===== src/rtl/usrt_apb_pkg.sv =====
// usrt_apb_pkg
// Shared definitions for the USRT APB requester:
//   - apb_state_e     : requester FSM state encoding
//   - USRT_*_ADDR     : USRT register map offsets
//   - DEFAULT_TIMEOUT : default ACCESS-phase wait limit (cycles)
//   - DEFAULT_CNT_W   : default width of the timeout counter
package usrt_apb_pkg;

    typedef enum logic [1:0] {
        IDLE   = 2'd0,
        SETUP  = 2'd1,
        ACCESS = 2'd2,
        RESP   = 2'd3
    } apb_state_e;

    localparam logic [31:0] USRT_DATA_ADDR = 32'h0000_0000;
    localparam logic [31:0] USRT_CTRL_ADDR = 32'h0000_0004;

    localparam int DEFAULT_TIMEOUT = 255;
    localparam int DEFAULT_CNT_W   = 8;

endpackage


===== src/rtl/apb_timeout_cnt.sv =====
// apb_timeout_cnt
// Clear/enable up-counter that flags when it has reached TIMEOUT-1.
// Ports:
//   clk      : clock
//   rst_n    : asynchronous active-low reset (clears the count)
//   clear    : synchronous clear, wins over enable
//   enable   : increment by one this cycle
//   terminal : count currently equals TIMEOUT-1
module apb_timeout_cnt #(
    parameter int TIMEOUT = 255,
    parameter int CNT_W   = 8
) (
    input  logic clk,
    input  logic rst_n,
    input  logic clear,
    input  logic enable,
    output logic terminal
);

    logic [CNT_W-1:0] cnt_q;
    logic [CNT_W-1:0] cnt_d;

    always_comb begin
        cnt_d = cnt_q;
        if (clear) begin
            cnt_d = '0;
        end else if (enable) begin
            cnt_d = cnt_q + CNT_W'(1);
        end
    end

    always_ff @(posedge clk or negedge rst_n) begin
        if (!rst_n) begin
            cnt_q <= '0;
        end else begin
            cnt_q <= cnt_d;
        end
    end

    assign terminal = (cnt_q == CNT_W'(TIMEOUT - 1));

endmodule


===== src/rtl/usrt_apb_master.sv =====
// usrt_apb_master
// APB requester for the USRT slave interface. Takes one read/write command
// from the host, runs APB SETUP then ACCESS (waiting for pReady, bounded by
// TIMEOUT cycles), and presents the result on the response port.
// Ports:
//   pClk, pReset                  : clock, asynchronous active-low reset
//   cmd_valid/ready/write/addr/wdata : host command channel
//   rsp_valid/ready/rdata/err/timeout: host response channel
//   pSelect/pEnable/pWrite/pAddr/pWData : APB requester outputs
//   pRData/pReady/pSlverr         : APB completer returns
module usrt_apb_master
    import usrt_apb_pkg::*;
#(
    parameter int ADDR_W  = 32,
    parameter int DATA_W  = 8,
    parameter int TIMEOUT = DEFAULT_TIMEOUT,
    parameter int CNT_W   = DEFAULT_CNT_W
) (
    input  logic              pClk,
    input  logic              pReset,
    input  logic              cmd_valid,
    output logic              cmd_ready,
    input  logic              cmd_write,
    input  logic [ADDR_W-1:0] cmd_addr,
    input  logic [DATA_W-1:0] cmd_wdata,
    output logic              rsp_valid,
    input  logic              rsp_ready,
    output logic [DATA_W-1:0] rsp_rdata,
    output logic              rsp_err,
    output logic              rsp_timeout,
    output logic              pSelect,
    output logic              pEnable,
    output logic              pWrite,
    output logic [ADDR_W-1:0] pAddr,
    output logic [DATA_W-1:0] pWData,
    input  logic [DATA_W-1:0] pRData,
    input  logic              pReady,
    input  logic              pSlverr
);

    apb_state_e        state_q,     state_d;
    logic              cmd_ready_q, cmd_ready_d;
    logic              psel_q,      psel_d;
    logic              penable_q,   penable_d;
    logic              pwrite_q,    pwrite_d;
    logic [ADDR_W-1:0] paddr_q,     paddr_d;
    logic [DATA_W-1:0] pwdata_q,    pwdata_d;
    logic              rsp_valid_q, rsp_valid_d;
    logic [DATA_W-1:0] rsp_rdata_q, rsp_rdata_d;
    logic              rsp_err_q,   rsp_err_d;
    logic              rsp_to_q,    rsp_to_d;

    logic cnt_clear;
    logic cnt_en;
    logic cnt_tc;

    // Counts ACCESS cycles without pReady; terminal means this is the last
    // cycle we are willing to wait.
    apb_timeout_cnt #(
        .TIMEOUT (TIMEOUT),
        .CNT_W   (CNT_W)
    ) u_timeout_cnt (
        .clk      (pClk),
        .rst_n    (pReset),
        .clear    (cnt_clear),
        .enable   (cnt_en),
        .terminal (cnt_tc)
    );

    // Next-state and next-output logic. Every output is a flop so the APB
    // and host sides never see combinational paths from the other side.
    // cmd_ready comes up one edge after reset release.
    always_comb begin
        state_d     = state_q;
        cmd_ready_d = cmd_ready_q;
        psel_d      = psel_q;
        penable_d   = penable_q;
        pwrite_d    = pwrite_q;
        paddr_d     = paddr_q;
        pwdata_d    = pwdata_q;
        rsp_valid_d = rsp_valid_q;
        rsp_rdata_d = rsp_rdata_q;
        rsp_err_d   = rsp_err_q;
        rsp_to_d    = rsp_to_q;
        cnt_clear   = 1'b0;
        cnt_en      = 1'b0;

        case (state_q)
            IDLE: begin
                if (cmd_valid && cmd_ready_q) begin
                    pwrite_d    = cmd_write;
                    paddr_d     = cmd_addr;
                    pwdata_d    = cmd_wdata;
                    psel_d      = 1'b1;
                    penable_d   = 1'b0;
                    cmd_ready_d = 1'b0;
                    state_d     = SETUP;
                end else begin
                    cmd_ready_d = 1'b1;
                end
            end
            SETUP: begin
                penable_d = 1'b1;
                state_d   = ACCESS;
            end
            ACCESS: begin
                // pReady is checked first so a late completion on the
                // terminal cycle still returns real data.
                if (pReady) begin
                    rsp_rdata_d = pwrite_q ? '0 : pRData;
                    rsp_err_d   = pSlverr;
                    rsp_to_d    = 1'b0;
                    rsp_valid_d = 1'b1;
                    psel_d      = 1'b0;
                    penable_d   = 1'b0;
                    state_d     = RESP;
                end else if (cnt_tc) begin
                    rsp_rdata_d = '0;
                    rsp_err_d   = 1'b1;
                    rsp_to_d    = 1'b1;
                    rsp_valid_d = 1'b1;
                    psel_d      = 1'b0;
                    penable_d   = 1'b0;
                    state_d     = RESP;
                end else begin
                    cnt_en = 1'b1;
                end
            end
            RESP: begin
                if (rsp_ready) begin
                    rsp_valid_d = 1'b0;
                    cmd_ready_d = 1'b1;
                    cnt_clear   = 1'b1;
                    state_d     = IDLE;
                end
            end
            default: begin
                state_d = IDLE;
            end
        endcase
    end

    // State and output registers; reset drops PSEL/PENABLE immediately.
    always_ff @(posedge pClk or negedge pReset) begin
        if (!pReset) begin
            state_q     <= IDLE;
            cmd_ready_q <= 1'b0;
            psel_q      <= 1'b0;
            penable_q   <= 1'b0;
            pwrite_q    <= 1'b0;
            paddr_q     <= '0;
            pwdata_q    <= '0;
            rsp_valid_q <= 1'b0;
            rsp_rdata_q <= '0;
            rsp_err_q   <= 1'b0;
            rsp_to_q    <= 1'b0;
        end else begin
            state_q     <= state_d;
            cmd_ready_q <= cmd_ready_d;
            psel_q      <= psel_d;
            penable_q   <= penable_d;
            pwrite_q    <= pwrite_d;
            paddr_q     <= paddr_d;
            pwdata_q    <= pwdata_d;
            rsp_valid_q <= rsp_valid_d;
            rsp_rdata_q <= rsp_rdata_d;
            rsp_err_q   <= rsp_err_d;
            rsp_to_q    <= rsp_to_d;
        end
    end

    assign cmd_ready   = cmd_ready_q;
    assign pSelect     = psel_q;
    assign pEnable     = penable_q;
    assign pWrite      = pwrite_q;
    assign pAddr       = paddr_q;
    assign pWData      = pwdata_q;
    assign rsp_valid   = rsp_valid_q;
    assign rsp_rdata   = rsp_rdata_q;
    assign rsp_err     = rsp_err_q;
    assign rsp_timeout = rsp_to_q;

endmodule


===== config.mk =====
export PLATFORM = sky130hd
export DESIGN_NAME = usrt_apb_master
export DESIGN_NICKNAME = d
export VERILOG_FILES = /design/src/rtl/usrt_apb_pkg.sv /design/src/rtl/apb_timeout_cnt.sv /design/src/rtl/usrt_apb_master.sv
export SDC_FILE = /design/constraint.sdc
export NUM_CORES = 1
export LEC_CHECK = 0
export ABC_AREA = 1
export BUFFER_PORTS_ARGS = -buffer_cell sky130_fd_sc_hd__buf_2
export CORE_ASPECT_RATIO = 0.75
export CORE_MARGIN = 1.5
export CORE_UTILIZATION = 52
export CTS_CLUSTER_DIAMETER = 100
export DETAILED_ROUTE_END_ITERATION = 10
export HOLD_SLACK_MARGIN = 0.15
export PLACE_DENSITY = 0.89
export SLEW_MARGIN = 5
export SYNTH_ARGS = -nofsm -noshare
export SYNTH_HDL_FRONTEND = slang
export SYNTH_SLANG_ARGS = --single-unit

===== constraint.sdc =====
create_clock -name pClk -period 3.1 [get_ports pClk]
set_clock_uncertainty 0.2 [all_clocks]
set_input_delay 0.155 -clock pClk [delete_from_list [all_inputs] [get_ports pClk]]
set_output_delay 0.155 -clock pClk [all_outputs]
set_load 0.01 [all_outputs]

==> flow_metrics.env <==
export IMPL_status="finished clean"
export IMPL_die_height_um=67.64
export IMPL_via_count=2602
export IMPL_power_switching_w=0.001533
export IMPL_worstPathArrival_ps=2320
export IMPL_synthCells=252
export IMPL_fmax_ghz=0.4367
export IMPL_vias_per_cell=5.183
export IMPL_rrSetupSlack_ps=810
export IMPL_power_leakage_nw=2.175
export IMPL_cp_max_fo=25
export IMPL_gr_total_overflow=0
export IMPL_cpMaxStageDelayCell="nand2_2"
export IMPL_ys_ff_latch=65
export IMPL_setup_viol=0
export IMPL_port_buffers=109
export IMPL_seqPwrFrac_pct=38.1
export IMPL_finalNonFillerCells=502
export IMPL_netlist_area_leader_share_pct=56.16
export IMPL_tightest_slew_ps=806.7
export IMPL_ir_drop_mv=0.4694
export IMPL_yosys_warnings=0
export IMPL_area_growth_pct=47.60
export IMPL_syn_area_per_cell_um2=11.49
export IMPL_cp_cell_sequence="inv_1 > ha_1 > nand2_2 > buf_4 > mux2_2"
export IMPL_dp_cells=432
export IMPL_synth_cell_types=22
export IMPL_crit_type="flop to flop"
export IMPL_synthArstFlopShare_pct=100.0
export IMPL_io_pins=110
export IMPL_maxSlewViolCount=0
export IMPL_drive_above_1_share_pct=44.73
export IMPL_yosys_top_cells_area="dfrtp_1 56%, mux2_2 16%, nand2_1 7.6%"
export IMPL_sw_frac_of_total_pct=38.24
export IMPL_wl_per_cell_um=18.29
export IMPL_end_kind="flop"
export IMPL_startpoint_type="flop"
export IMPL_yosysSeqAreaShare_pct=56.16
export IMPL_max_slew_margin_rel_pct=46.22
export IMPL_synth_edf_count=0
export IMPL_drc=0
export IMPL_clockRootBuffer="clkbuf_8"
export IMPL_synthesis_nets=315
export IMPL_clk_path_buf_depth=2
export IMPL_post_cts_buffers=0
export IMPL_die_x_um=89.18
export IMPL_cts_tree="yes"
export IMPL_fin_area_um2=4275
export IMPL_synth_area_um2=2897
export IMPL_rsz0062_at_grt="false"
export IMPL_fp_dieArea_um2=6032
export IMPL_antenna_cells=0
export IMPL_fin_crit_ps=2290
export IMPL_intPower_w=0.002476
export IMPL_grt_max_degree=66
export IMPL_hold_class="flop to flop"
export IMPL_cts_inserted_buffers=9
export IMPL_row_count=23
export IMPL_clock_latency_ps=370
export IMPL_crit_required_ps=3130
export IMPL_routed_wl_mm=9.184
export IMPL_dpl_instance_area_um2=3507
export IMPL_cts_max_level=3
export IMPL_routabilityCongestion=0.8731
export IMPL_synth_common_cells="65 x dfrtp_1, 59 x nand2_1, 41 x mux2_2"
export IMPL_final_setup_tns_ps=0
export IMPL_cts_sinks=65
export IMPL_grt_usage_pct=31.38
export IMPL_grt_pass1_vias=2684
export IMPL_antenna_found_initial=0
export IMPL_dp_hpwl_mm=4.528
export IMPL_cts_clk_slew_worst_paths_ps=70
export IMPL_ant_nets=0
export IMPL_hold_violations=0
export IMPL_drtIter0Drc=218
export IMPL_final_util_pct=79.87
export IMPL_cts_resized=0
export IMPL_grt_pass1_wl_mm=13.46
export IMPL_start_util_pct=54.11
export IMPL_core_um2=5353
export IMPL_nets=485
export IMPL_synthFlopType="dfrtp_1"
export IMPL_maxCapViolCount=0
export IMPL_yosys_area_top_type="dfrtp_1"
export IMPL_pwr_share_clk_pct=21.0
export IMPL_yosysMostFrequentCell="dfrtp_1"
export IMPL_drtPass1Iterations=4
export IMPL_timing_final_crit_share_pct=73.86
export IMPL_power_density_nw_per_um2=937.8
export IMPL_slowest_delay_ps=470
export IMPL_p_comb_share_pct=40.9
==> layout by cell type (no fill, tap or decap), types with 4 or more instances in the layout <==
cell type,count
buf_2,109
dfrtp_1,65
nand2_1,58
dlygate4sd3_1,54
mux2_2,41
nand3_1,16
inv_1,11
nor2_1,11
o21ai_2,10
clkbuf_8,10
ha_1,8
or2_2,4
nand4_1,4
==> logic make-up after synthesis <==
family          synth area share [%]
xor+xnor                      0.6049
mux                            15.94
flops                          56.16
simple gates                   16.16
fa+ha+maj                      3.456
buf+inv                        3.283
compound gates                 4.406
==> power by group through the flow <==
stage                     logic (W)  registers, W  clock network [W]
final                       0.00164       0.00153           0.000840
after global routing        0.00177       0.00156           0.000880
after CTS                   0.00156       0.00146           0.000828
after detailed placement    0.00150       0.00148                  0
after global placement      0.00143       0.00145                  0
after floorplan            0.000783       0.00162                  0
==> flip-flops by register name, summed over array words and instances (netlist names) <==
name,cells
pSelect,1
u_timeout_cnt.cnt_q,8
rsp_valid,1
rsp_err,1
pWData,8
rsp_timeout,1
state_q,2
pEnable,1
pAddr,32
pWrite,1
cmd_ready,1
rsp_rdata,8
==> area by class of cell <==
cell class / instances / area [µm²]
multi-input combinational: 169 / 1177
fill: 290 / 1077
timing repair buffer: 166 / 1109
clock inverter: 6 / 90.09
tap: 75 / 93.84
inverter: 11 / 41.29
clock buffer: 10 / 137.6
sequential: 65 / 1627
==> critical path, delay by kind of cell (launching register included) <==
| kind | cells | cell delay [ps] |
|---|---|---|
| adder cells (fa/ha/maj) | 1 | 260 |
| buffers and inverters | 2 | 430 |
| flip-flops | 1 | 430 |
| multiplexers | 1 | 380 |
| AND/OR/NAND/NOR | 1 | 470 |
==> metrics by stage <==
| stage | hold slack (ps) | setup WS (ps) | total power [W] |
|---|---|---|---|
| final | 285.0 | 810.2 | 0.004009 |
| after floorplan | -340.6 | 1399 | 0.002406 |
| after CTS | 287.0 | 833.5 | 0.003851 |
| after global routing | 311.3 | 746.5 | 0.004212 |
| after global placement | 160.2 | 941.5 | 0.002883 |
| after detailed placement | 161.0 | 850.6 | 0.002974 |
==> timing repair <==
| item | CTS | global route |
|---|---|---|
| hold buffers | 54 | 0 |
| endpoints found under the setup margin | 0 | 0 |
| endpoints found under the hold margin | 120 | 0 |
==> routing by layer <==
metal | up-vias | global-route usage (%) | share of wire [%]
li1 | 1176 | - | -
met1 | 1240 | 33.47 | 39
met2 | 153 | 55.26 | 49
met3 | 33 | 10.02 | 7.8
met4 | 0 | 17.69 | 3.9
met5 | - | 0 | 0
==> final timing paths <==
| check | start | to | cells past startpoint |
|---|---|---|---|
| min | rsp_rdata[4]$_DFFE_PN0P_ | rsp_rdata[4]$_DFFE_PN0P_ | 2 |
| max | state_q[0]$_DFFE_PN0P_ | pAddr[21]$_DFFE_PN0P_ | 5 |
| max reg2reg | state_q[0]$_DFFE_PN0P_ | pAddr[21]$_DFFE_PN0P_ | 5 |
| min in group asynchronous | pReset | pAddr[12]$_DFFE_PN0P_ | 3 |
| min reg2reg | rsp_rdata[4]$_DFFE_PN0P_ | rsp_rdata[4]$_DFFE_PN0P_ | 2 |
| max in group asynchronous | pReset | cmd_ready$_DFFE_PN0P_ | 3 |
No activity file was read; power rests on OpenSTA's default activity.
